--- config.mk ---
export PLATFORM = sky130hd
export DESIGN_NAME = noc_port_fifo
export DESIGN_NICKNAME = d
export VERILOG_FILES = /design/src/rtl/noc_pkg.sv /design/src/rtl/noc_fifo_mem.sv /design/src/rtl/noc_port_fifo.sv
export SDC_FILE = /design/constraint.sdc
export NUM_CORES = 1
export LEC_CHECK = 0
export CELL_PAD_IN_SITES_DETAIL_PLACEMENT = 1
export CELL_PAD_IN_SITES_GLOBAL_PLACEMENT = 2
export CORE_ASPECT_RATIO = 1.2
export CORE_MARGIN = 4
export CORE_UTILIZATION = 38
export CTS_CLUSTER_SIZE = 40
export DETAILED_ROUTE_END_ITERATION = 10
export PLACE_DENSITY_LB_ADDON = 0.2
export SYNTH_ARGS = -nofsm -noshare
export SYNTH_HDL_FRONTEND = slang
export SYNTH_HIERARCHICAL = 1
export SYNTH_SLANG_ARGS = --single-unit
--- constraint.sdc ---
create_clock -name clk -period 6.1 [get_ports clk]
set_input_delay 0.915 -clock clk [delete_from_list [all_inputs] [get_ports clk]]
set_output_delay 0.915 -clock clk [all_outputs]
set_load 0.01 [all_outputs]
--- src/rtl/noc_pkg.sv ---
// Shared router-wide sizing constants for the input-port flit buffers.
// Router instances pass these to noc_port_fifo as DATA_W and DEPTH.
package noc_pkg;

    localparam int FLIT_W     = 8;
    localparam int FIFO_DEPTH = 8;

endpackage

--- src/rtl/noc_fifo_mem.sv ---
// DEPTH x DATA_W flit storage with one write port and one registered read port.
// Pointer, occupancy and flag logic live in noc_port_fifo.
module noc_fifo_mem
    import noc_pkg::*;
#(
    parameter int DATA_W = FLIT_W,
    parameter int DEPTH  = FIFO_DEPTH
) (
    input  logic                     clk,
    input  logic                     we,
    input  logic [$clog2(DEPTH)-1:0] waddr,
    input  logic [DATA_W-1:0]        wdata,
    input  logic                     re,
    input  logic [$clog2(DEPTH)-1:0] raddr,
    output logic [DATA_W-1:0]        rdata
);

    logic [DATA_W-1:0] mem [DEPTH];

    // NOTE: the array and its read register have no reset; a reset on storage
    // would block RAM inference and buys nothing, since the top masks rdata.
    always_ff @(posedge clk) begin
        if (we) begin
            mem[waddr] <= wdata;
        end
        if (re) begin
            rdata <= mem[raddr];
        end
    end

endmodule

--- src/rtl/noc_port_fifo.sv ---
// Router input-port flit FIFO: occupancy-decoded flags, almost-full back-pressure,
// synchronous flush and sticky overflow/underflow flags.
module noc_port_fifo
    import noc_pkg::*;
#(
    parameter int DATA_W   = FLIT_W,
    parameter int DEPTH    = FIFO_DEPTH,
    parameter int AFULL_TH = DEPTH - 2,
    parameter int CNT_W    = $clog2(DEPTH + 1)
) (
    input  logic              clk,
    input  logic              rst,
    input  logic              flush,
    input  logic              wr_en,
    input  logic [DATA_W-1:0] wr_data,
    input  logic              rd_en,
    output logic [DATA_W-1:0] rd_data,
    output logic              rd_valid,
    output logic              full,
    output logic              empty,
    output logic              almost_full,
    output logic [CNT_W-1:0]  count,
    output logic              ovf,
    output logic              udf
);

    localparam int              PTR_W     = $clog2(DEPTH);
    localparam logic [CNT_W-1:0] FULL_CNT  = CNT_W'(DEPTH);
    localparam logic [CNT_W-1:0] AFULL_CNT = CNT_W'(AFULL_TH);

    logic [PTR_W-1:0]  wr_ptr;
    logic [PTR_W-1:0]  rd_ptr;
    logic              rd_acc;
    logic              wr_acc;
    logic              rd_zero;
    logic [DATA_W-1:0] mem_rdata;

    assign full        = (count == FULL_CNT);
    assign empty       = (count == '0);
    assign almost_full = (count >= AFULL_CNT);

    // A full FIFO still takes a write when a read frees a slot in the same cycle.
    assign rd_acc = rd_en && !empty;
    assign wr_acc = wr_en && (!full || rd_acc);

    noc_fifo_mem #(
        .DATA_W (DATA_W),
        .DEPTH  (DEPTH)
    ) u_mem (
        .clk    (clk),
        .we     (wr_acc && !flush),
        .waddr  (wr_ptr),
        .wdata  (wr_data),
        .re     (rd_acc && !flush),
        .raddr  (rd_ptr),
        .rdata  (mem_rdata)
    );

    // rd_zero stands in for a reset/flush of the unreset memory read register.
    assign rd_data = rd_zero ? '0 : mem_rdata;

    // NOTE: all state uses non-blocking assignments so every register samples
    // pre-edge values regardless of statement order.
    always_ff @(posedge clk or posedge rst) begin
        if (rst) begin
            wr_ptr   <= '0;
            rd_ptr   <= '0;
            count    <= '0;
            rd_valid <= 1'b0;
            rd_zero  <= 1'b1;
            ovf      <= 1'b0;
            udf      <= 1'b0;
        end else if (flush) begin
            wr_ptr   <= '0;
            rd_ptr   <= '0;
            count    <= '0;
            rd_valid <= 1'b0;
            rd_zero  <= 1'b1;
            ovf      <= 1'b0;
            udf      <= 1'b0;
        end else begin
            rd_valid <= rd_acc;
            if (rd_acc) begin
                rd_zero <= 1'b0;
                rd_ptr  <= rd_ptr + PTR_W'(1);
            end
            if (wr_acc) begin
                wr_ptr <= wr_ptr + PTR_W'(1);
            end
            if (wr_acc && !rd_acc) begin
                count <= count + CNT_W'(1);
            end else if (rd_acc && !wr_acc) begin
                count <= count - CNT_W'(1);
            end
            if (wr_en && !wr_acc) begin
                ovf <= 1'b1;
            end
            if (rd_en && !rd_acc) begin
                udf <= 1'b1;
            end
        end
    end

endmodule

# Word level (Yosys, flattened, before mapping)
# Memory sizes are Yosys's and may differ from the RTL's. A register that Yosys moved wholly into a read port is not among the register bits.
# Cells that the tools add are included.
# W data, S select, Z words.
# word_totals
latchBits,0
inputBits,13
memories,1
output_inout_bits,18
mem_bits_rw,64
romBits,0
reg_bits,14
# op_classes
n_mux,17
n_eq_ne,1
reduce_logical,20
div_mod_pow,0
n_lt_le_gt_ge,1
bitwise_logic,0
n_addsub,4
n_mul,0
shift,0
# mem_list
memory,words,word_bits,read_ports,rd_ports_with_merged_regs,write_ports,line,text
u_mem.mem,8,8,1,1,1,noc_fifo_mem.sv:18,logic [DATA_W-1:0] mem [DEPTH];
# op_table
cell,count
$mux W3,4
$mux W4,3
$mux W1,9
$logic_and A1 B1 Y1,8
$mux W8,1
$reduce_bool A2 Y1,4
$add A3 B1 Y3 const B,2
$logic_not A1 Y1,5
$add A4 B1 Y4 const B,1
$eq A4 B4 Y1 const B,1
$ge A4 B3 Y1 const B,1
$logic_not A4 Y1,1
$sub A4 B1 Y4 const B,1
$reduce_bool A3 Y1,1
$logic_or A1 B1 Y1,1

# Depth between registers and ports, before layout
# depth
word_depth,10
ltp_mapped,9
depth_no_buf,8

# Modules after synthesis
# Netlist, hierarchy kept.
# modules_own_cells
mod,cells_per_inst,seq_area_each_um2,instances,area_each_um2
noc_fifo_mem,114,2162.1,1,2771.4
noc_port_fifo,91,351.6,1,897.1

# Worst setup path before layout
# No wires, ideal clock.
# synth_path
kind,input to register
from,in rd_en
to,reg count[3]
required_time_ps,5996
arrival_time_ps,2585
path_buffers,1
path_stages,9
slack_ps,3411
path_cell_list,clkbuf_2 -> inv_1 -> o211a_4 -> inv_1 -> ha_1 -> a21oi_1 -> nand2_1 -> or4_1 -> o311ai_1
# synth_via
elab_chain_cells,6
# synth_lines
item,line,text
from (decl),noc_port_fifo.sv:16,"input logic rd_en,"
$logic_and A1 B1 Y1 *,noc_port_fifo.sv:43,assign rd_acc = rd_en && !empty;
$logic_or A1 B1 Y1,noc_port_fifo.sv:44,assign wr_acc = wr_en && (!full || rd_acc);
$logic_and A1 B1 Y1,noc_port_fifo.sv:44,
$logic_and A1 B1 Y1 / $logic_not A1 Y1 (equally long branches),"noc_port_fifo.sv:90, noc_port_fifo.sv:92",
$mux W4 / $logic_and A1 B1 Y1 (equally long branches),"noc_port_fifo.sv:90, noc_port_fifo.sv:92",
$mux W4 / $reduce_bool A3 Y1 (equally long branches),n/a,
to (signal assigned),noc_port_fifo.sv:91,count <= count + CNT_W'(1);
to (signal assigned),noc_port_fifo.sv:93,count <= count - CNT_W'(1);
to (decl),noc_port_fifo.sv:22,"output logic [CNT_W-1:0] count,"
# Every way passes the cells marked *; elsewhere a longest branch is shown, timed or not.
# A chain may end at the register's enable or synchronous reset.

# Worst setup path in the final report
# layout_path
from,reg count[0]
to,out full
# layout_via
elab_chain_cells,1
# layout_lines
item,line,text
$eq A4 B4 Y1,noc_port_fifo.sv:38,assign full = (count == FULL_CNT);
to (decl),noc_port_fifo.sv:19,"output logic full,"
# Every way passes these cells.

==> impl_metrics.ini <==
[clock_network]
clk_latency_ns = 0.34
cts_tree = yes
cts.sinks = 86
cts_buffers = 9
ctsHoldBuffers = 0
ctsRootBufferMaster = clkbuf_16
cts_resized = 0
post_cts_buffers = 0
htree_num_levels = 3
clk_pin_slew_ns = 0.06
cts_buffer_depth = 2

[logic_synthesis]
yosysMostFrequentCell = edfxtp_1
synth_common_cells = 72 x edfxtp_1, 21 x nor2_1, 15 x mux4_1
netlist.area_leader.share_pct = 58.9
ys_seq_area_share_pct = 68.5
synth_area_um2 = 3670
yosys.area.top_type = edfxtp_1
synthFlopType = edfxtp_1
syn_inst = 205
yosys.cell_types.count = 40
ys_warn_count = 6
synth-async-reset-ratio_pct = 16.3
ys_ff_latch = 86
synth_edf_count = 72
synthTopCellsByArea = edfxtp_1 59%, mux4_1 11%, dfrtp_1 8.9%
syn_avg_cell_area_um2 = 17.9
synthesis.nets = 223

[placement]
gp_congestion = 0.722
hpwl_um = 4740
io_buffers = 30
postPlaceCellArea_um2 = 4060
post-place-ws_ns = 2.77

[pwr]
p_switching_uw = 476
combPwrFrac_pct = 21.9
internal-power_mw = 1.27
swShare_pct = 27.2
leakage_nw = 1.52
clkPwrFrac_pct = 33.4
seq_power_share_pct = 44.7
cellPowerDensity_nw_per_um2 = 399
ir_drop_mv = 0.278

[setup_path]
cp_cell_sequence = or4b_4 > inv_1 > clkdlybuf4s50_1
crit_cells = 3
critPathLaunchType = flip-flop
end_kind = output pin
slowest_stage = or4b_4
r2r_slack_ns = 3.42
crit_family = simple AND/OR/NAND/NOR gates
timing.critical_path.buf_inv = 2
required_ns = 5.18
cp_slowest_stage_delay_ns = 0.64
cp_max_fo = 9
r2r_cells = 8
path_class = reg -> out
arrival_ns = 2.14

[finish]
n_antenna_cell = 0
drive_gt1_share_pct = 13.6
fill_cells = 925
finish.instance_area_um2 = 4380
nets = 255
synthToLayoutAreaGrowth_pct = 19.4

[floorplan]
rows = 39
die_w_um = 97.7
start_util_pct = 38.8
pin_count = 31
core-area_um2 = 9470
die_area_um2 = 11300
die_y_um = 116

[global_route]
grt_pass1_wl_um = 11300
gr-total-overflow = 0
antenna_found_initial = 0
grt_pass1_vias = 2022
grt_usage_pct = 13.8
grt_max_degree = 19

[sta]
finalSetupViolCount = 0
whs_ns = 0.517
worst_slew_pin_slew_ns = 0.978
finClkSkew_ns = 0.00886
slew_headroom_pct = 34.8
postLayoutSetupSlackWorst_ns = 3.05
max_freq_ghz = 0.328
rsz0062_at_grt = no
finalHoldViolations = 0
setup_tns_ns = 0
drv_slew = 0
finalCriticalPeriod_ns = 3.05
timing.final.crit_share_pct = 50.0

[outcome]
status = completed

[detailed_routing]
drc = 0
first_iter_violations = 87
num_vias = 1853
detail_route.first_pass.iterations = 4
post_drt_wl_per_cell_um = 19.1
antenna_left = 0
drt_wl_total_um = 6970
vias_per_cell = 5.08

[min_path]
hold_depth = 2
min_path_type = reg -> reg

[run]
max-cap-violations = 0
-- flip-flops by register name, summed over array words and instances, names as in the netlist --
register	flops
count	4
ovf	1
rd_ptr	3
rd_valid	1
rd_zero	1
u_mem/mem	64
u_mem/rdata	8
udf	1
wr_ptr	3
-- path summary, 6_finish.rpt --
path / from / to
worst min register to register: udf$_DFFE_PP0P_ / udf$_DFFE_PP0P_
worst min-delay path: udf$_DFFE_PP0P_ / udf$_DFFE_PP0P_
worst max-delay path: count[0]$_DFFE_PP0P_ / full
max in group asynchronous: rst / wr_ptr[0]$_DFFE_PP0P_
min in group asynchronous: rst / rd_valid$_DFF_PP0_
worst max register to register: count[0]$_DFFE_PP0P_ / count[3]$_DFFE_PP0P_
-- tightest hold or removal path, delay by kind of cell, from the launching register on --
family | cells | cell delay [ns]
AO/OA/AOI/OAI | 1 | 0.05
AND/OR/NAND/NOR | 1 | 0.08
flip-flops | 1 | 0.35
-- area by class of cell --
type                            count  area [um^2]  share of cell area (%)
Clock buffer                       10          229                    5.23
Clock inverter                      6         92.6                    2.11
Timing Repair Buffer               32          315                    7.20
Inverter                            7         26.3                   0.600
Sequential cell                    86         2510                    57.4
Multi-Input combinational cell    101         1050                    24.0
Tap cell                          123          154                    3.51
-- routing by layer --
layer	routed length [um]	share of wire, %	GRT usage [%]	up-vias
li1	-	-	-	862
met1	2920	42	15.7	953
met2	3710	53	24.2	29
met3	203	2.9	4.03	9
met4	126	1.8	6.37	0
met5	0	0	0	-
-- logic make-up (layout without fill, tap and decap cells) --
kind of cell	Yosys count	after routing	synth area share [%]
buffers and inverters	18	55	2.86
XOR/XNOR	7	7	1.67
AO/OA/AOI/OAI	17	17	4.33
multiplexers	27	27	14.6
adder cells (fa/ha/maj)	5	5	1.91
AND/OR/NAND/NOR	45	45	6.07
flip-flops	86	86	68.5
-- power groups by stage --
stage	sequential (mW)	clock, mW	combinational, mW
after floorplan	0.736	0	0.309
after CTS	0.785	0.602	0.393
after detailed placement	0.798	0	0.392
after global placement	0.797	0	0.389
after global routing	0.790	0.637	0.421
final	0.781	0.584	0.384
-- cells in the final DEF, fill, tap and decap left out, drive strengths merged, types with 5 or more instances in the layout --
master and count:
mux2 8, clkdlybuf4s50 30, mux4 16, a21oi 5
dfrtp 13, edfxtp 72, inv 9, nor2b 8
nor2 21, clkbuf 10
-- stage by stage --
step                power [mW]  util (%)  std cells
global placement          1.19      42.9        349
floorplan                 1.05         -        205
finish                    1.75      46.3        365
global route              1.85      46.3        365
CTS                       1.78      46.3        365
detailed placement        1.19      42.9        349
Note: power is estimated with default switching activity, not from simulation.
